### src/rtl/structs_pkg.sv
// Shared definitions for the commit-side trap sequencer: the special-instruction
// and privilege encodings used by the ROB and csr, the trap mcause values and
// the sequencer state type.
package structs_pkg;

  // Special-instruction encoding carried on the ROB head
  localparam logic [1:0] NONE  = 2'd0;
  localparam logic [1:0] ECALL = 2'd1;
  localparam logic [1:0] MRET  = 2'd2;

  // Privilege levels reported by csr
  localparam logic [1:0] U = 2'd0;
  localparam logic [1:0] M = 2'd3;

  // Trap causes
  localparam logic [7:0] MCAUSE_ILLEGAL_INSN = 8'd2;
  localparam logic [7:0] MCAUSE_ECALL_U      = 8'd8;
  localparam logic [7:0] MCAUSE_ECALL_M      = 8'd11;

  // MRET_ST is kept in the encoding for the csr team's state decoder; the
  // sequencer goes from IDLE straight to FLUSH for a legal MRET.
  typedef enum logic [2:0] {
    IDLE,
    TRAP,
    MRET_ST,
    FLUSH,
    REDIRECT
  } trap_state_t;

  // The csr picks the ECALL cause from the current privilege.
  function automatic logic [7:0] ecall_cause(input logic [1:0] priv);
    return (priv == M) ? MCAUSE_ECALL_M : MCAUSE_ECALL_U;
  endfunction

endpackage

### src/rtl/trap_ctrl_if.sv
// Bundle of the ROB head, csr and pipeline flush/redirect signals seen by
// trap_ctrl. The slave modport is the trap sequencer, master is its environment.
interface trap_ctrl_if #(
  parameter int XLEN = 32
);

  logic            head_valid;
  logic [XLEN-1:0] head_pc;
  logic            head_exc;
  logic [7:0]      head_mcause;
  logic [1:0]      head_special;
  logic            head_csr_write;
  logic [1:0]      curr_priv;
  logic [XLEN-1:0] mtvec_ReadData;
  logic [XLEN-1:0] mepc_ReadData;
  logic            flush_ack;

  logic            head_ready;
  logic            csr_valid_write;
  logic [1:0]      csr_special;
  logic            exception;
  logic [XLEN-1:0] mepc_WriteData;
  logic [7:0]      mcause;
  logic            flush;
  logic            redirect_valid;
  logic [XLEN-1:0] redirect_pc;

  modport master (
    output head_valid, head_pc, head_exc, head_mcause, head_special,
           head_csr_write, curr_priv, mtvec_ReadData, mepc_ReadData, flush_ack,
    input  head_ready, csr_valid_write, csr_special, exception, mepc_WriteData,
           mcause, flush, redirect_valid, redirect_pc
  );

  modport slave (
    input  head_valid, head_pc, head_exc, head_mcause, head_special,
           head_csr_write, curr_priv, mtvec_ReadData, mepc_ReadData, flush_ack,
    output head_ready, csr_valid_write, csr_special, exception, mepc_WriteData,
           mcause, flush, redirect_valid, redirect_pc
  );

endinterface

### src/rtl/trap_perf_cnt.sv
// Saturating count of traps taken. Only built when TRAP_PERF_CNT_EN is defined.
`ifdef TRAP_PERF_CNT_EN
module trap_perf_cnt #(
  parameter int CNT_W = 32
) (
  input  logic             clk,
  input  logic             reset,
  input  logic             inc,
  output logic [CNT_W-1:0] count
);

  logic [CNT_W-1:0] count_q;
  logic [CNT_W-1:0] count_d;

  // Advance by one per trap, holding at all-ones
  always_comb begin
    count_d = count_q;
    if (inc && (count_q != {CNT_W{1'b1}})) begin
      count_d = count_q + CNT_W'(1);
    end
  end

  // Counter register, cleared by the active-low reset
  always_ff @(posedge clk or negedge reset) begin
    if (!reset) begin
      count_q <= '0;
    end else begin
      count_q <= count_d;
    end
  end

  assign count = count_q;

endmodule
`endif

### src/rtl/trap_ctrl.sv
// Commit-side trap sequencer between the ROB head and csr. Classifies the
// committing head, strobes csr, flushes the pipeline with a handshake and then
// issues a single PC redirect (mtvec base for traps, mepc for MRET).
// Optional trap counter enabled by defining TRAP_PERF_CNT_EN.
module trap_ctrl
  import structs_pkg::*;
#(
  parameter int         XLEN           = 32,
  parameter logic [7:0] MCAUSE_ILLEGAL = MCAUSE_ILLEGAL_INSN
`ifdef TRAP_PERF_CNT_EN
  ,
  parameter int         CNT_W          = 32
`endif
) (
  input  logic             clk,
  input  logic             reset,
  trap_ctrl_if.slave       bus
`ifdef TRAP_PERF_CNT_EN
  ,
  output logic [CNT_W-1:0] trap_count
`endif
);

  localparam logic [XLEN-1:0] MTVEC_BASE_MASK = {{(XLEN-2){1'b1}}, 2'b00};

  trap_state_t     state_q, state_d;
  logic [XLEN-1:0] pc_q, pc_d;
  logic [7:0]      cause_q, cause_d;
  logic [XLEN-1:0] target_q, target_d;
  logic            ecall_q, ecall_d;

  logic            is_mret;
  logic            is_ecall;
  logic            illegal;
  logic            trap;

  logic            head_ready_c;
  logic            csr_valid_write_c;
  logic [1:0]      csr_special_c;

  // Classify the head: U-mode CSR writes and MRETs are illegal
  always_comb begin
    is_mret  = (bus.head_special == MRET);
    is_ecall = (bus.head_special == ECALL);
    illegal  = (bus.head_csr_write | is_mret) & (bus.curr_priv == U);
    trap     = bus.head_exc | illegal | is_ecall;
  end

  // Next-state and output decode; head is only consumed while IDLE
  always_comb begin
    state_d            = state_q;
    pc_d               = pc_q;
    cause_d            = cause_q;
    target_d           = target_q;
    ecall_d            = ecall_q;
    head_ready_c       = 1'b0;
    csr_valid_write_c  = 1'b0;
    csr_special_c      = NONE;
    bus.exception      = 1'b0;
    bus.mepc_WriteData = '0;
    bus.mcause         = '0;
    bus.flush          = 1'b0;
    bus.redirect_valid = 1'b0;
    bus.redirect_pc    = '0;

    case (state_q)
      IDLE: begin
        if (bus.head_valid) begin
          head_ready_c = 1'b1;
          if (trap) begin
            pc_d    = bus.head_pc;
            cause_d = bus.head_exc ? bus.head_mcause :
                      illegal      ? MCAUSE_ILLEGAL  : 8'd0;
            ecall_d = ~bus.head_exc & ~illegal & is_ecall;
            state_d = TRAP;
          end else if (is_mret) begin
            csr_special_c = MRET;
            target_d      = bus.mepc_ReadData;
            state_d       = FLUSH;
          end else begin
            csr_valid_write_c = bus.head_csr_write;
          end
        end
      end

      TRAP: begin
        bus.exception      = 1'b1;
        bus.mepc_WriteData = pc_q;
        bus.mcause         = cause_q;
        csr_special_c      = ecall_q ? ECALL : NONE;
        target_d           = bus.mtvec_ReadData & MTVEC_BASE_MASK;
        state_d            = FLUSH;
      end

      FLUSH: begin
        bus.flush = 1'b1;
        if (bus.flush_ack) begin
          state_d = REDIRECT;
        end
      end

      REDIRECT: begin
        bus.redirect_valid = 1'b1;
        bus.redirect_pc    = target_q;
        state_d            = IDLE;
      end

      default: begin
        state_d = IDLE;
      end
    endcase
  end

  // Head-facing strobes are combinational in IDLE, so mask them while in reset
  assign bus.head_ready      = head_ready_c & reset;
  assign bus.csr_valid_write = csr_valid_write_c & reset;
  assign bus.csr_special     = csr_special_c & {2{reset}};

  // Sequencer state and latched trap context
  always_ff @(posedge clk or negedge reset) begin
    if (!reset) begin
      state_q  <= IDLE;
      pc_q     <= '0;
      cause_q  <= '0;
      target_q <= '0;
      ecall_q  <= 1'b0;
    end else begin
      state_q  <= state_d;
      pc_q     <= pc_d;
      cause_q  <= cause_d;
      target_q <= target_d;
      ecall_q  <= ecall_d;
    end
  end

`ifdef TRAP_PERF_CNT_EN
  trap_perf_cnt #(
    .CNT_W (CNT_W)
  ) u_perf_cnt (
    .clk   (clk),
    .reset (reset),
    .inc   (state_q == TRAP),
    .count (trap_count)
  );
`endif

endmodule

### src/flat_wrapper.sv
// flat-port wrapper written by rule: the top's interface ports become plain ports
module trap_ctrl_flat import structs_pkg::*;
#(
  parameter int         XLEN           = 32,
  parameter logic [7:0] MCAUSE_ILLEGAL = MCAUSE_ILLEGAL_INSN

)
  (clk, reset, bus_head_valid, bus_head_pc, bus_head_exc, bus_head_mcause, bus_head_special, bus_head_csr_write, bus_curr_priv, bus_mtvec_ReadData, bus_mepc_ReadData, bus_flush_ack, bus_head_ready, bus_csr_valid_write, bus_csr_special, bus_exception, bus_mepc_WriteData, bus_mcause, bus_flush, bus_redirect_valid, bus_redirect_pc);
  trap_ctrl_if #(.XLEN(XLEN)) bus_i ();
  input  logic clk;
  input  logic reset;
  input wire logic [$bits(bus_i.head_valid)-1:0] bus_head_valid;
  input wire logic [$bits(bus_i.head_pc)-1:0] bus_head_pc;
  input wire logic [$bits(bus_i.head_exc)-1:0] bus_head_exc;
  input wire logic [$bits(bus_i.head_mcause)-1:0] bus_head_mcause;
  input wire logic [$bits(bus_i.head_special)-1:0] bus_head_special;
  input wire logic [$bits(bus_i.head_csr_write)-1:0] bus_head_csr_write;
  input wire logic [$bits(bus_i.curr_priv)-1:0] bus_curr_priv;
  input wire logic [$bits(bus_i.mtvec_ReadData)-1:0] bus_mtvec_ReadData;
  input wire logic [$bits(bus_i.mepc_ReadData)-1:0] bus_mepc_ReadData;
  input wire logic [$bits(bus_i.flush_ack)-1:0] bus_flush_ack;
  output wire logic [$bits(bus_i.head_ready)-1:0] bus_head_ready;
  output wire logic [$bits(bus_i.csr_valid_write)-1:0] bus_csr_valid_write;
  output wire logic [$bits(bus_i.csr_special)-1:0] bus_csr_special;
  output wire logic [$bits(bus_i.exception)-1:0] bus_exception;
  output wire logic [$bits(bus_i.mepc_WriteData)-1:0] bus_mepc_WriteData;
  output wire logic [$bits(bus_i.mcause)-1:0] bus_mcause;
  output wire logic [$bits(bus_i.flush)-1:0] bus_flush;
  output wire logic [$bits(bus_i.redirect_valid)-1:0] bus_redirect_valid;
  output wire logic [$bits(bus_i.redirect_pc)-1:0] bus_redirect_pc;
  assign bus_i.head_valid = bus_head_valid;
  assign bus_i.head_pc = bus_head_pc;
  assign bus_i.head_exc = bus_head_exc;
  assign bus_i.head_mcause = bus_head_mcause;
  assign bus_i.head_special = bus_head_special;
  assign bus_i.head_csr_write = bus_head_csr_write;
  assign bus_i.curr_priv = bus_curr_priv;
  assign bus_i.mtvec_ReadData = bus_mtvec_ReadData;
  assign bus_i.mepc_ReadData = bus_mepc_ReadData;
  assign bus_i.flush_ack = bus_flush_ack;
  assign bus_head_ready = bus_i.head_ready;
  assign bus_csr_valid_write = bus_i.csr_valid_write;
  assign bus_csr_special = bus_i.csr_special;
  assign bus_exception = bus_i.exception;
  assign bus_mepc_WriteData = bus_i.mepc_WriteData;
  assign bus_mcause = bus_i.mcause;
  assign bus_flush = bus_i.flush;
  assign bus_redirect_valid = bus_i.redirect_valid;
  assign bus_redirect_pc = bus_i.redirect_pc;
  trap_ctrl #(.XLEN(XLEN), .MCAUSE_ILLEGAL(MCAUSE_ILLEGAL)) u_core (.clk(clk), .reset(reset), .bus(bus_i));
endmodule
### config.mk
export PLATFORM = sky130hd
export DESIGN_NAME = trap_ctrl_flat
export DESIGN_NICKNAME = d
export VERILOG_FILES = /design/src/rtl/structs_pkg.sv /design/src/rtl/trap_ctrl_if.sv /design/src/rtl/trap_perf_cnt.sv /design/src/rtl/trap_ctrl.sv /design/src/flat_wrapper.sv
export SDC_FILE = /design/constraint.sdc
export NUM_CORES = 1
export LEC_CHECK = 0
export ABC_CLOCK_PERIOD_IN_PS = 3500
export BUFFER_PORTS_ARGS = -buffer_cell sky130_fd_sc_hd__buf_4
export CORE_ASPECT_RATIO = 1.25
export CORE_UTILIZATION = 52
export CTS_CLUSTER_DIAMETER = 150
export CTS_CLUSTER_SIZE = 24
export DETAILED_ROUTE_END_ITERATION = 10
export PLACE_DENSITY = 0.87
export SLEW_MARGIN = 20
export SYNTH_ARGS = -nofsm -noshare
export SYNTH_HDL_FRONTEND = slang
export SYNTH_SLANG_ARGS = --single-unit
export TNS_END_PERCENT = 30
### constraint.sdc
create_clock -name clk -period 3.5 [get_ports clk]
set_input_delay 0.175 -clock clk [delete_from_list [all_inputs] [get_ports clk]]
set_output_delay 0.175 -clock clk [all_outputs]
set_load 0.01 [all_outputs]
==> metrics list <==
- The number of nets handed over by synthesis was approximately 440.
- Number of failing hold endpoints at the final stage: 0
* Vias per Instance: around 5.4
* Clock-pin slew of the registers on the worst-case setup and hold paths: about 80 ps
- The final-report max-slew violation count was 0.
- Between clock sinks in the finished design, the worst skew comes to between 5 and 6 ps.
- The library cells used most frequently in the layout, excluding fill and tap cells, are sky130_fd_sc_hd__buf_4, sky130_fd_sc_hd__mux2_4, sky130_fd_sc_hd__dfrtp_1.
* Final setup violating endpoints: 0
* Internal reg-to-reg setup slack: about 1100 ps
* Critical-path top delay cell: sky130_fd_sc_hd__nor2_8
- Antenna violations before repair: 0
* Buffers inserted during post-CTS setup optimization: 0
- HPWL after detailed placement: approximately 7700 µm
* Sum of buffers and inverters on the critical path: 2
* First-pass GRT wire length: roughly 17000 µm
* Yosys warns: 0
* Clk root buf: sky130_fd_sc_hd__clkbuf_8
* Post-detailed-route wirelength per cell: approximately 17 µm
- Congestion Overflow GR: 0
* P&R area growth vs syn: 37.5%
- Port buffering added 190 buffers.
- Fin util: between 70% and 80%
- Count of different cell masters after synthesis: 40
- Total detailed-routing wirelength: around 11000 µm
* Critical R2R Launch: u_core.state_q[0]$_DFFE_PN0P_
* Most common cell after layout, fill and taps aside: sky130_fd_sc_hd__buf_4
* Start point of the critical path: u_core.state_q[0]$_DFFE_PN0P_
- Number of synthesized flops with an enable pin: 0
- Startpoint kind of the worst setup timing path: flop
- Global routing used between 20% and 30% of the available tracks across all layers.
- RSZ-0062 raised after global routing: no
- Entering global routing, the biggest net connects 43 pins.
- After the last flow step, the layout net total stands at roughly 620.
- Min Clock Period, post-route: approximately 2400 ps
* Final ANT Viol Nets: 0
- The detailed router finished its first iteration with between 100 and 150 violations.
- Required arrival time at the worst endpoint: approximately 3300 ps
- The worst path uses roughly 70% of the clock period.
- STA classifies the critical path endpoint as an output pin.
- For this run, the detailed router's first-pass iteration total came to 8.
- Family with the most delay on the worst path: simple AND/OR/NAND/NOR gates
* Later-pin clock latency in the skew report: between 300 and 400 ps
- In this run the worst path has a maximum fanout of 34.
- The die is roughly 100 µm tall.
* Global placement routability congestion: approximately 0.74
- Count of inserted antenna diode cells: 0
* Sink count of the clock tree: 76
- Among all flip-flop cells after synthesis, the most frequent one is sky130_fd_sc_hd__dfrtp_1.
* Top Ports: 193
- Failing checks: design-rule violations
- Worst IR drop on VDD: about 0.00053 V
- Averaged over all synthesized cells, the footprint is 13.4 µm².
* Leakage power: between 3 and 4 nW
* Transition time at the pin with the least slew margin: 820 ps
- In this run the critical register-to-register path is captured at u_core.target_q[13]$_DFFE_PN0P_.
- After routing, the total negative slack on setup checks comes to 0 ps.
* Classification of the worst setup path: flop to output pin
- Largest stage delay, worst path: 640 ps
- For this run, the top clock speed supported by timing is around 420 MHz.
- CP Depth: 4
* Async SR Flop Fraction: between 90% and 100%
- Synthesis produced 327 cells.
- Total number of vias: roughly 3.3k
* End point of the critical path: bus_csr_special[0]
- The min-delay analysis places its worst path in the category primary input to flop.
- Width of the die: roughly 84 µm
- The run finished, with violations left.
* Total die area: 0.00878 mm²
- CTS max path bufs: 2
* Clock tree from TritonCTS: built
- In this run the tightest slew margin relative to its limit is 45.2%.
- H-tree levels: 3
- Maximum Capacitance Violations: 0
- Flip-flop and latch count after synthesis: 76
- Share of post-route cells with drive strength above 1: around three fifths
- Area of the placeable core: 0.00819 mm²
* Post-Syn Area: 0.00437 mm²
- For this configuration, the core starts out at a cell density of about 53%.
* Number of cell instances on the worst register-to-register path: 4
* Total CTS buffers: 9
- Arrival time of the worst setup path: 2230 ps
* List of cells traversed by the critical path: inv_1 -> nor2_8 -> and3_1 -> buf_4
* Via count of the first global-routing pass: 3396
* Row cnt: 37
* Post-synthesis sequential area ratio: a little over two fifths
- In this run the power density over the cells is 841 mW/mm².
- For this run, design rule violations remaining after detail routing come to 30.
-- worst min path at each step --
stage / from / end / cells past startpoint
5_1_grt: bus_head_pc[14] / u_core.pc_q[14]$_DFFE_PN0P_ / 2
2_1_floorplan: reset / u_core.cause_q[0]$_DFFE_PN0P_ / 0
3_5_place_dp: reset / u_core.target_q[13]$_DFFE_PN0P_ / 1
6_report: bus_head_pc[23] / u_core.pc_q[23]$_DFFE_PN0P_ / 2
3_3_place_gp: reset / u_core.target_q[15]$_DFFE_PN0P_ / 1
4_1_cts: bus_head_pc[5] / u_core.pc_q[5]$_DFFE_PN0P_ / 2
-- report_power, final --
part,total (mW),switching [mW],internal [mW]
sequential,1.60,0.272,1.32
combinational,2.69,1.09,1.60
clock,0.771,0.313,0.458
-- cells in the mapped netlist (all sizes together) (2+ instances only) --
master	number	share of area, %
a21o	7	1.2
buf	12	3.6
and2	33	4.7
o2bb2ai	2	0.40
nor2	7	0.97
nand2b	3	0.43
and3	49	7.0
or3	2	0.29
dfrtp	76	44
nand2	5	0.43
clkbuf	13	1.1
nand3	2	0.52
a21oi	5	1.1
mux2	92	31
a22oi	2	0.34
nor3	2	0.34
-- repair_timing --
item                      in CTS  in global routing
hold endpoints to repair      37                  0
resized for setup              0                  0
hold buffers                   1                  0
-- area by class of cell --
cell class                      count  area (µm²)
Clock buffer                       12         165
Clock inverter                      4        70.1
Fill cell                         583        2180
Inverter                            1        3.75
Multi-Input combinational cell    225        2270
Sequential cell                    76        1900
Tap cell                           97         121
Timing Repair Buffer              197        1480
-- registers in the layout (all words and copies together) (netlist names) --
name and count:
u_core.pc_q 32, u_core.cause_q 8, u_core.ecall_q 1, u_core.state_q 3, u_core.target_q 32
-- layer usage --
metal  global-route usage (%)  wire (µm)  up-vias
li1                         -          -     1523
met1                     29.7       4160     1606
met2                     40.8       5360      151
met3                     6.27        811       25
met4                     11.6        278        0
met5                        0          0        -
-- stage by stage --
step / power [mW] / instance area (µm²) / hold slack, ps / setup WS [ps] / instances
after floorplan: 3.60 / 4370 / -121 / 1730 / 327
after global placement: 4.18 / 5760 / 169 / 1130 / 595
after global routing: 5.35 / 6010 / 36.1 / 895 / 612
after detailed placement: 4.29 / 5760 / 178 / 1090 / 595
final: 5.05 / 6010 / 57.7 / 1090 / 612
after CTS: 5.09 / 6010 / 33.0 / 1050 / 612
-- logic make-up (layout without fill, tap and decap cells) --
kind of cell,after synthesis,in the layout,share of synthesized area (%)
and+or+nand+nor,111,111,16.1
muxes,92,92,30.9
DFF,76,76,43.5
buffers and inverters,26,214,4.84
AOI/OAI and AO/OA,22,22,4.61
(Power assumes the default switching activity.)
